[src/rtl/accel_bcd_sched_pkg.sv]
// Shared definitions for the accelerometer BCD scheduler: default sizes,
// axis indices, FSM state encoding and the axis-selection helper.
package accel_bcd_sched_pkg;

    localparam int DATA_W_DEF = 16;
    localparam int DIGITS_DEF = 5;

    localparam logic [1:0] AX_X    = 2'd0;
    localparam logic [1:0] AX_Y    = 2'd1;
    localparam logic [1:0] AX_Z    = 2'd2;
    localparam logic [1:0] AX_NONE = 2'd3;

    typedef enum logic [2:0] {
        ST_IDLE  = 3'd0,
        ST_LOAD  = 3'd1,
        ST_CONV  = 3'd2,
        ST_STORE = 3'd3,
        ST_DONE  = 3'd4
    } state_t;

    // Lowest enabled axis with index >= lo, or AX_NONE when there is none.
    function automatic logic [1:0] first_axis(input logic [2:0] mask, input logic [1:0] lo);
        logic [1:0] r;
        r = AX_NONE;
        for (int i = 2; i >= 0; i--) begin
            if (mask[i] && (i >= int'(lo))) begin
                r = 2'(i);
            end
        end
        return r;
    endfunction

endpackage

[src/rtl/accel_bcd_sched_dabble.sv]
// Iterative binary-to-BCD converter (shift-add-3). A start pulse loads the
// operand; one bit is consumed per cycle and valid pulses once the last bit
// has been shifted in, exactly DATA_W cycles after the load edge.
module accel_bcd_sched_dabble
    import accel_bcd_sched_pkg::*;
#(
    parameter int DATA_W = DATA_W_DEF,
    parameter int DIGITS = DIGITS_DEF
) (
    input  logic                  clk_i,
    input  logic                  rst_i,
    input  logic                  start_i,
    input  logic [DATA_W-1:0]     bin_i,
    output logic [4*DIGITS-1:0]   bcd_o,
    output logic                  valid_o
);

    localparam int BCD_W = 4 * DIGITS;
    localparam int CNT_W = $clog2(DATA_W + 1);

    logic [DATA_W-1:0] bin_q;
    logic [BCD_W-1:0]  bcd_q;
    logic [BCD_W-1:0]  adj_d;
    logic [CNT_W-1:0]  cnt_q;
    logic              valid_q;

    // Add 3 to every digit that is 5 or more before the next left shift.
    always_comb begin
        adj_d = bcd_q;
        for (int d = 0; d < DIGITS; d++) begin
            if (adj_d[4*d +: 4] >= 4'd5) begin
                adj_d[4*d +: 4] = adj_d[4*d +: 4] + 4'd3;
            end
        end
    end

    // Load on start, then shift one binary bit into the BCD register per cycle.
    always_ff @(posedge clk_i or posedge rst_i) begin
        if (rst_i) begin
            bin_q   <= '0;
            bcd_q   <= '0;
            cnt_q   <= '0;
            valid_q <= 1'b0;
        end else if (start_i) begin
            bin_q   <= bin_i;
            bcd_q   <= '0;
            cnt_q   <= CNT_W'(DATA_W);
            valid_q <= 1'b0;
        end else if (cnt_q != '0) begin
            bcd_q   <= {adj_d[BCD_W-2:0], bin_q[DATA_W-1]};
            bin_q   <= {bin_q[DATA_W-2:0], 1'b0};
            cnt_q   <= cnt_q - CNT_W'(1);
            valid_q <= (cnt_q == CNT_W'(1));
        end else begin
            valid_q <= 1'b0;
        end
    end

    assign bcd_o   = bcd_q;
    assign valid_o = valid_q;

endmodule

[src/rtl/accel_bcd_sched.sv]
// Time-multiplexes one BCD converter over the X/Y/Z accelerometer axes and
// publishes all three magnitudes and signs together with a done pulse.
//
//  state | meaning
//  IDLE  | waiting for a sample strobe
//  LOAD  | take |sample| of the current axis, start the converter
//  CONV  | converter running, DATA_W cycles
//  STORE | write digits and sign into the axis shadow register
//  DONE  | done pulse; shadow copied to outputs on the exiting edge
module accel_bcd_sched
    import accel_bcd_sched_pkg::*;
#(
    parameter int DATA_W = DATA_W_DEF,
    parameter int DIGITS = DIGITS_DEF
) (
    input  logic                  clk_i,
    input  logic                  rst_i,
    input  logic                  sample_valid_i,
    input  logic [DATA_W-1:0]     data_x_i,
    input  logic [DATA_W-1:0]     data_y_i,
    input  logic [DATA_W-1:0]     data_z_i,
    input  logic [2:0]            axis_mask_i,
    input  logic                  clr_ovr_i,
    output logic                  busy_o,
    output logic                  done_o,
    output logic                  overrun_o,
    output logic [4*DIGITS-1:0]   bcd_x_o,
    output logic [4*DIGITS-1:0]   bcd_y_o,
    output logic [4*DIGITS-1:0]   bcd_z_o,
    output logic                  neg_x_o,
    output logic                  neg_y_o,
    output logic                  neg_z_o
);

    localparam int BCD_W = 4 * DIGITS;
    localparam int CNT_W = $clog2(DATA_W);

    state_t                     state_q;
    logic [DATA_W-1:0]          wx_q, wy_q, wz_q;
    logic [2:0]                 wmask_q;
    logic [DATA_W-1:0]          px_q, py_q, pz_q;
    logic [2:0]                 pmask_q;
    logic                       pend_q;
    logic [1:0]                 ax_q;
    logic                       cur_neg_q;
    logic [CNT_W-1:0]           cnt_q;
    logic [2:0][BCD_W-1:0]      sh_bcd_q;
    logic [2:0]                 sh_neg_q;
    logic [2:0][BCD_W-1:0]      out_bcd_q;
    logic [2:0]                 out_neg_q;
    logic                       done_q;
    logic                       ovr_q;

    logic                       job_go_d;
    logic [DATA_W-1:0]          job_x_d, job_y_d, job_z_d;
    logic [2:0]                 job_mask_d;
    logic [1:0]                 job_first_d;
    logic [1:0]                 next_ax_d;
    logic [DATA_W-1:0]          sel_d;
    logic                       sel_neg_d;
    logic [DATA_W-1:0]          mag_d;
    logic                       set_ovr_d;
    logic [BCD_W-1:0]           dab_bcd;
    logic                       dab_valid;

    // Pick the job that starts on this edge: a fresh strobe beats the pending buffer.
    always_comb begin
        job_go_d   = 1'b0;
        job_x_d    = data_x_i;
        job_y_d    = data_y_i;
        job_z_d    = data_z_i;
        job_mask_d = axis_mask_i;
        if (state_q == ST_IDLE) begin
            job_go_d = sample_valid_i;
        end else if (state_q == ST_DONE) begin
            if (sample_valid_i) begin
                job_go_d = 1'b1;
            end else if (pend_q) begin
                job_go_d   = 1'b1;
                job_x_d    = px_q;
                job_y_d    = py_q;
                job_z_d    = pz_q;
                job_mask_d = pmask_q;
            end
        end
    end

    assign job_first_d = first_axis(job_mask_d, AX_X);
    assign next_ax_d   = first_axis(wmask_q, ax_q + 2'd1);

    // Axis mux and magnitude; the most negative value maps to 2**(DATA_W-1) unsigned.
    always_comb begin
        case (ax_q)
            AX_X:    sel_d = wx_q;
            AX_Y:    sel_d = wy_q;
            default: sel_d = wz_q;
        endcase
        sel_neg_d = sel_d[DATA_W-1];
        mag_d     = sel_neg_d ? -sel_d : sel_d;
    end

    // Any strobe arriving while busy with a full pending slot loses a sample.
    assign set_ovr_d = sample_valid_i && (state_q != ST_IDLE) && pend_q;

    accel_bcd_sched_dabble #(
        .DATA_W (DATA_W),
        .DIGITS (DIGITS)
    ) u_dabble (
        .clk_i   (clk_i),
        .rst_i   (rst_i),
        .start_i (state_q == ST_LOAD),
        .bin_i   (mag_d),
        .bcd_o   (dab_bcd),
        .valid_o (dab_valid)
    );

    // Sequencer, pending buffer, shadow and output registers.
    always_ff @(posedge clk_i or posedge rst_i) begin
        if (rst_i) begin
            state_q   <= ST_IDLE;
            wx_q      <= '0;
            wy_q      <= '0;
            wz_q      <= '0;
            wmask_q   <= '0;
            px_q      <= '0;
            py_q      <= '0;
            pz_q      <= '0;
            pmask_q   <= '0;
            pend_q    <= 1'b0;
            ax_q      <= AX_X;
            cur_neg_q <= 1'b0;
            cnt_q     <= '0;
            sh_bcd_q  <= '0;
            sh_neg_q  <= '0;
            out_bcd_q <= '0;
            out_neg_q <= '0;
            done_q    <= 1'b0;
            ovr_q     <= 1'b0;
        end else begin
            done_q <= 1'b0;

            if (set_ovr_d) begin
                ovr_q <= 1'b1;
            end else if (clr_ovr_i) begin
                ovr_q <= 1'b0;
            end

            if (sample_valid_i && (state_q != ST_IDLE) && (state_q != ST_DONE)) begin
                pend_q  <= 1'b1;
                px_q    <= data_x_i;
                py_q    <= data_y_i;
                pz_q    <= data_z_i;
                pmask_q <= axis_mask_i;
            end else if (state_q == ST_DONE) begin
                pend_q <= 1'b0;
            end

            if (state_q == ST_DONE) begin
                out_bcd_q <= sh_bcd_q;
                out_neg_q <= sh_neg_q;
            end

            if (job_go_d) begin
                wx_q     <= job_x_d;
                wy_q     <= job_y_d;
                wz_q     <= job_z_d;
                wmask_q  <= job_mask_d;
                sh_bcd_q <= '0;
                sh_neg_q <= '0;
                if (job_first_d == AX_NONE) begin
                    state_q <= ST_DONE;
                    done_q  <= 1'b1;
                end else begin
                    state_q <= ST_LOAD;
                    ax_q    <= job_first_d;
                end
            end else begin
                case (state_q)
                    ST_IDLE: begin
                        state_q <= ST_IDLE;
                    end
                    ST_LOAD: begin
                        cur_neg_q <= sel_neg_d;
                        cnt_q     <= CNT_W'(DATA_W - 1);
                        state_q   <= ST_CONV;
                    end
                    ST_CONV: begin
                        if (cnt_q == '0) begin
                            state_q <= ST_STORE;
                        end else begin
                            cnt_q <= cnt_q - CNT_W'(1);
                        end
                    end
                    ST_STORE: begin
                        if (dab_valid) begin
                            sh_bcd_q[ax_q] <= dab_bcd;
                            sh_neg_q[ax_q] <= cur_neg_q;
                        end
                        if (next_ax_d == AX_NONE) begin
                            state_q <= ST_DONE;
                            done_q  <= 1'b1;
                        end else begin
                            state_q <= ST_LOAD;
                            ax_q    <= next_ax_d;
                        end
                    end
                    ST_DONE: begin
                        state_q <= ST_IDLE;
                    end
                    default: begin
                        state_q <= ST_IDLE;
                    end
                endcase
            end
        end
    end

    assign busy_o    = (state_q != ST_IDLE);
    assign done_o    = done_q;
    assign overrun_o = ovr_q;
    assign bcd_x_o   = out_bcd_q[AX_X];
    assign bcd_y_o   = out_bcd_q[AX_Y];
    assign bcd_z_o   = out_bcd_q[AX_Z];
    assign neg_x_o   = out_neg_q[AX_X];
    assign neg_y_o   = out_neg_q[AX_Y];
    assign neg_z_o   = out_neg_q[AX_Z];

endmodule
[config.mk]
export PLATFORM = sky130hd
export DESIGN_NAME = accel_bcd_sched
export DESIGN_NICKNAME = d
export VERILOG_FILES = /design/src/rtl/accel_bcd_sched_pkg.sv /design/src/rtl/accel_bcd_sched_dabble.sv /design/src/rtl/accel_bcd_sched.sv
export SDC_FILE = /design/constraint.sdc
export NUM_CORES = 1
export LEC_CHECK = 0
export CAP_MARGIN = 10
export CORE_AREA = 2 2 148 150
export DETAILED_ROUTE_END_ITERATION = 16
export DIE_AREA = 0 0 150 152
export PLACE_DENSITY = 0.84
export SLEW_MARGIN = 0
export SYNTH_ARGS = -nofsm -noshare
export SYNTH_HDL_FRONTEND = slang
export SYNTH_HIERARCHICAL = 1
export SYNTH_SLANG_ARGS = --single-unit
export TNS_END_PERCENT = 10
[constraint.sdc]
create_clock -name clk_i -period 15 [get_ports clk_i]
set_input_delay 1.5 -clock clk_i [delete_from_list [all_inputs] [get_ports clk_i]]
set_output_delay 1.5 -clock clk_i [all_outputs]
set_load 0.01 [all_outputs]
==> run_results.csv <==
group,metric,value,unit
status,outcome,"complete, no violations",
timing,timing_hold_violations_final,0,
synthesis,distinct_cell_type_count_of_the_synthesized_netlist,55,
cells_and_area,num-nets-final,1351,
global_routing,global_route.usage.met1,32.50,%
floorplanning,die_h,152,µm
cells_and_area,diode_insertion_count_for_antenna_repair,0,
power,p_comb_share,34.0,%
floorplanning,std_cell_rows,54,
worst_hold_path,timing.hold.worst_path_depth,2,
placement,place.gp.congestion,0.7928,
cells_and_area,layout-area-overhead-vs-synth,17.93,%
clock_tree,htreeDepth,1,
power,post-layout-total-power,2.921,mW
placement,post-place-cells,1527,
timing,max_clock_freq,0.2822,GHz
power,power-per-cell-area,191.7,nW/µm²
synthesis,netlist_instances,1191,
timing,unrepaired_setup_endpoints_after_global_routing,"false",
worst_setup_path,crit-reg2reg-launch,"ax_q[0]",
global_routing,groute.layer.met3.usage,2.853,%
timing,timing.final.crit_share,23.62,%
floorplanning,fp.dieArea,22800,µm²
flow_run,timing.max_cap.violations,0,
placement,dpl.hpwl,17.55,mm
drt,route.detailed.drc,0,
global_routing,wire_length_of_the_first_global_routing_pass,45.08,mm
synthesis,postSynthRegisterBits,283,
timing,finalSetupViolations,0,
clock_tree,worstSkewPairLatency,550,ps
cells_and_area,layout_common_cells,"dfrtp_1 (283), nand2_1 (222), clkdlybuf4s50_1 (120)",
global_routing,global_route.usage.total,24.24,%
clock_tree,clk_pin_slew,60,ps
drt,route.antenna.remaining_nets,0,
worst_setup_path,cp_data_arrival_time,2040,ps
drt,dr.pass1.iters,5,
worst_hold_path,timing.hold.worst.class,"register to register",
synthesis,share_of_flip_flops_with_an_asynchronous_set_or_reset_after_synthesis,100.0,%
placement,placed_area,14220,µm²
power,worst_ir_drop_vdd,113.6,µV
drt,routed_wire_per_std_cell,17.10,µm
global_routing,globalRoute.busiestLayer,"met2",
worst_setup_path,endpoint,"busy_o",
synthesis,netlist_area,12920,µm²
synthesis,yosys_warnings,6,
global_routing,grt_start_max_net_pins,105,
worst_setup_path,reg2reg_slack,11930,ps
clock_tree,cts_hold_repair.buffers,0,
timing,relSlewSlack,32.70,%
power,netSwitchingFraction,34.91,%
timing,fin_setup_tns,0,ps
clock_tree,postCtsResizedCells,0,
synthesis,syn_area_per_cell,10.85,µm²
power,power.net_switching,1.020,mW
synthesis,synth_sequential_area_ratio,54.80,%
power,clockPowerShare,25.9,%
timing,whs,480.4,ps
power,p_seq_share,40.2,%
worst_setup_path,critical_path.endpoint_type,"output pin",
worst_setup_path,critPathLaunchType,"register",
cells_and_area,utilization,71.38,%
drt,vias_per_cell,5.802,
clock_tree,clock_sinks,283,
drt,finalWirelength,27.00,mm
clock_tree,root_buffer,"clkbuf_16",
timing,min_period,3543,ps
clock_tree,setup_fix_buffers_added_after_clock_tree_synthesis,0,
floorplanning,core,21350,µm²
floorplanning,top_level_ports,121,
cells_and_area,layout_commonest_cell,"dfrtp_1",
global_routing,grt_remaining_overflow,0,
synthesis,synth_edf_count,0,
worst_setup_path,timing.setup.critical_path_class,"register to output pin",
power,cellInternalPower,1.901,mW
power,power.leakage,6.691,nW
cells_and_area,final_layout_size_suffix_gt1_share,14.86,%
timing,fin_ws,11460,ps
global_routing,number_of_antenna_violations_at_the_first_check_in_global_routing,0,
global_routing,grt.met2_usage,41.70,%
worst_setup_path,cp_data_required_time,13500,ps
worst_setup_path,critPathMaxFanout,16,
worst_setup_path,worst-r2r-cell-count,10,
placement,dpl_ws,10970,ps
timing,worst_slew_pin_slew,1010,ps
placement,numPortBuffers,120,
cells_and_area,final_cells,1579,
synthesis,synth_fp_nets,1264,
synthesis,postSynth.topFlopCell,"dfrtp_1",
drt,num_vias,9161,
global_routing,vias_in_the_first_global_route,9107,
worst_setup_path,worstReg2RegEnd,"u_dabble/bin_q[12]",
drt,drtIter0Drc,601,
worst_setup_path,crit_path_start,"state_q[0]",
clock_tree,num_cts_buffers,29,
clock_tree,cts_tree,"yes",
timing,finalMaxSlewViolations,0,
cells_and_area,finish.instance_area,15240,µm²
timing,fin_skew,8.039,ps
clock_tree,max-clock-path-buffers,3,
floorplanning,effective_utilization_at_floorplan,60.53,%
floorplanning,die_width,150,µm
synthesized netlist by cell type (12+ instances only):
cell type  count  share of area, %
nand2_1      223               6.5
dfrtp_1      283                55
or3_1         23               1.1
buf_2         22              0.85
a21oi_1       93               3.6
ha_1          18               1.7
a22o_1        17               1.2
mux2_2       113               9.8
nor2b_1       19              0.92
o21ai_0       64               2.5
clkbuf_1      32              0.93
o21ai_1       18              0.70
inv_1         34              0.99
nor2_1        29              0.84
mux2i_1       67               5.2
xnor2_1       12              0.81
critical path, cell delays in order, from the launching register on:
cell and delay (ps):
dfrtp_1 560, or3_1 450, clkdlybuf4s50_1 490
sequential cells by signal, indices dropped and copies added, names as in the netlist, 2 cells and up:
name and flops:
cnt_q 4, sh_neg_q 3, u_dabble/bin_q 16, ax_q 2, pz_q 16, pmask_q 3
out_neg_q 3, bcd_z_o 20, wy_q 16, bcd_x_o 20, wz_q 16, bcd_y_o 20
u_dabble/cnt_q 5, wmask_q 3, sh_bcd_q 60, state_q 3, px_q 16, u_dabble/bcd_o 20
wx_q 16, py_q 16
routing by layer:
layer / vias up / wire length (µm)
li1: 4313 / -
met1: 4505 / 11290
met2: 286 / 13760
met3: 57 / 1233
met4: 0 / 719
met5: - / 0
worst min-delay path by stage:
| stage | startpoint | slack [ps] | endpoint |
|---|---|---|---|
| detailed placement | wy_q[12] | 470 | wy_q[12] |
| global route | wz_q[13] | 510 | wz_q[13] |
| finish | wz_q[13] | 480 | wz_q[13] |
| global placement | wmask_q[1] | 460 | wmask_q[1] |
| CTS | wx_q[15] | 490 | wx_q[15] |
| floorplan | wmask_q[1] | 440 | wmask_q[1] |
layout make-up:
class                      count  area, µm²
fill                        1507       6111
inverter                      34      135.1
clock inverter                12      186.4
timing repair buffer         132       1291
tap                          280      350.3
clock buffer                  40      837.1
multi-input combinational    798       5358
sequential                   283       7082
power groups by stage:
stage | Sequential, mW | Clock (mW) | Combinational, mW
floorplan | 1.12 | 0 | 0.784
global placement | 1.17 | 0 | 0.941
detailed placement | 1.18 | 0 | 0.986
CTS | 1.17 | 0.769 | 0.996
global route | 1.20 | 0.802 | 1.11
finish | 1.17 | 0.755 | 0.993
cell families after synthesis:
logic type	Yosys count	share of synthesized area (%)
AND/OR/NAND/NOR	332	11.40
flip-flops	283	54.80
AO/OA/AOI/OAI	254	12.06
multiplexers	181	15.12
buffers and inverters	110	3.989
adder cells (fa/ha/maj)	18	1.743
XOR/XNOR	13	0.8811
No activity file was read; power rests on OpenSTA's default activity.
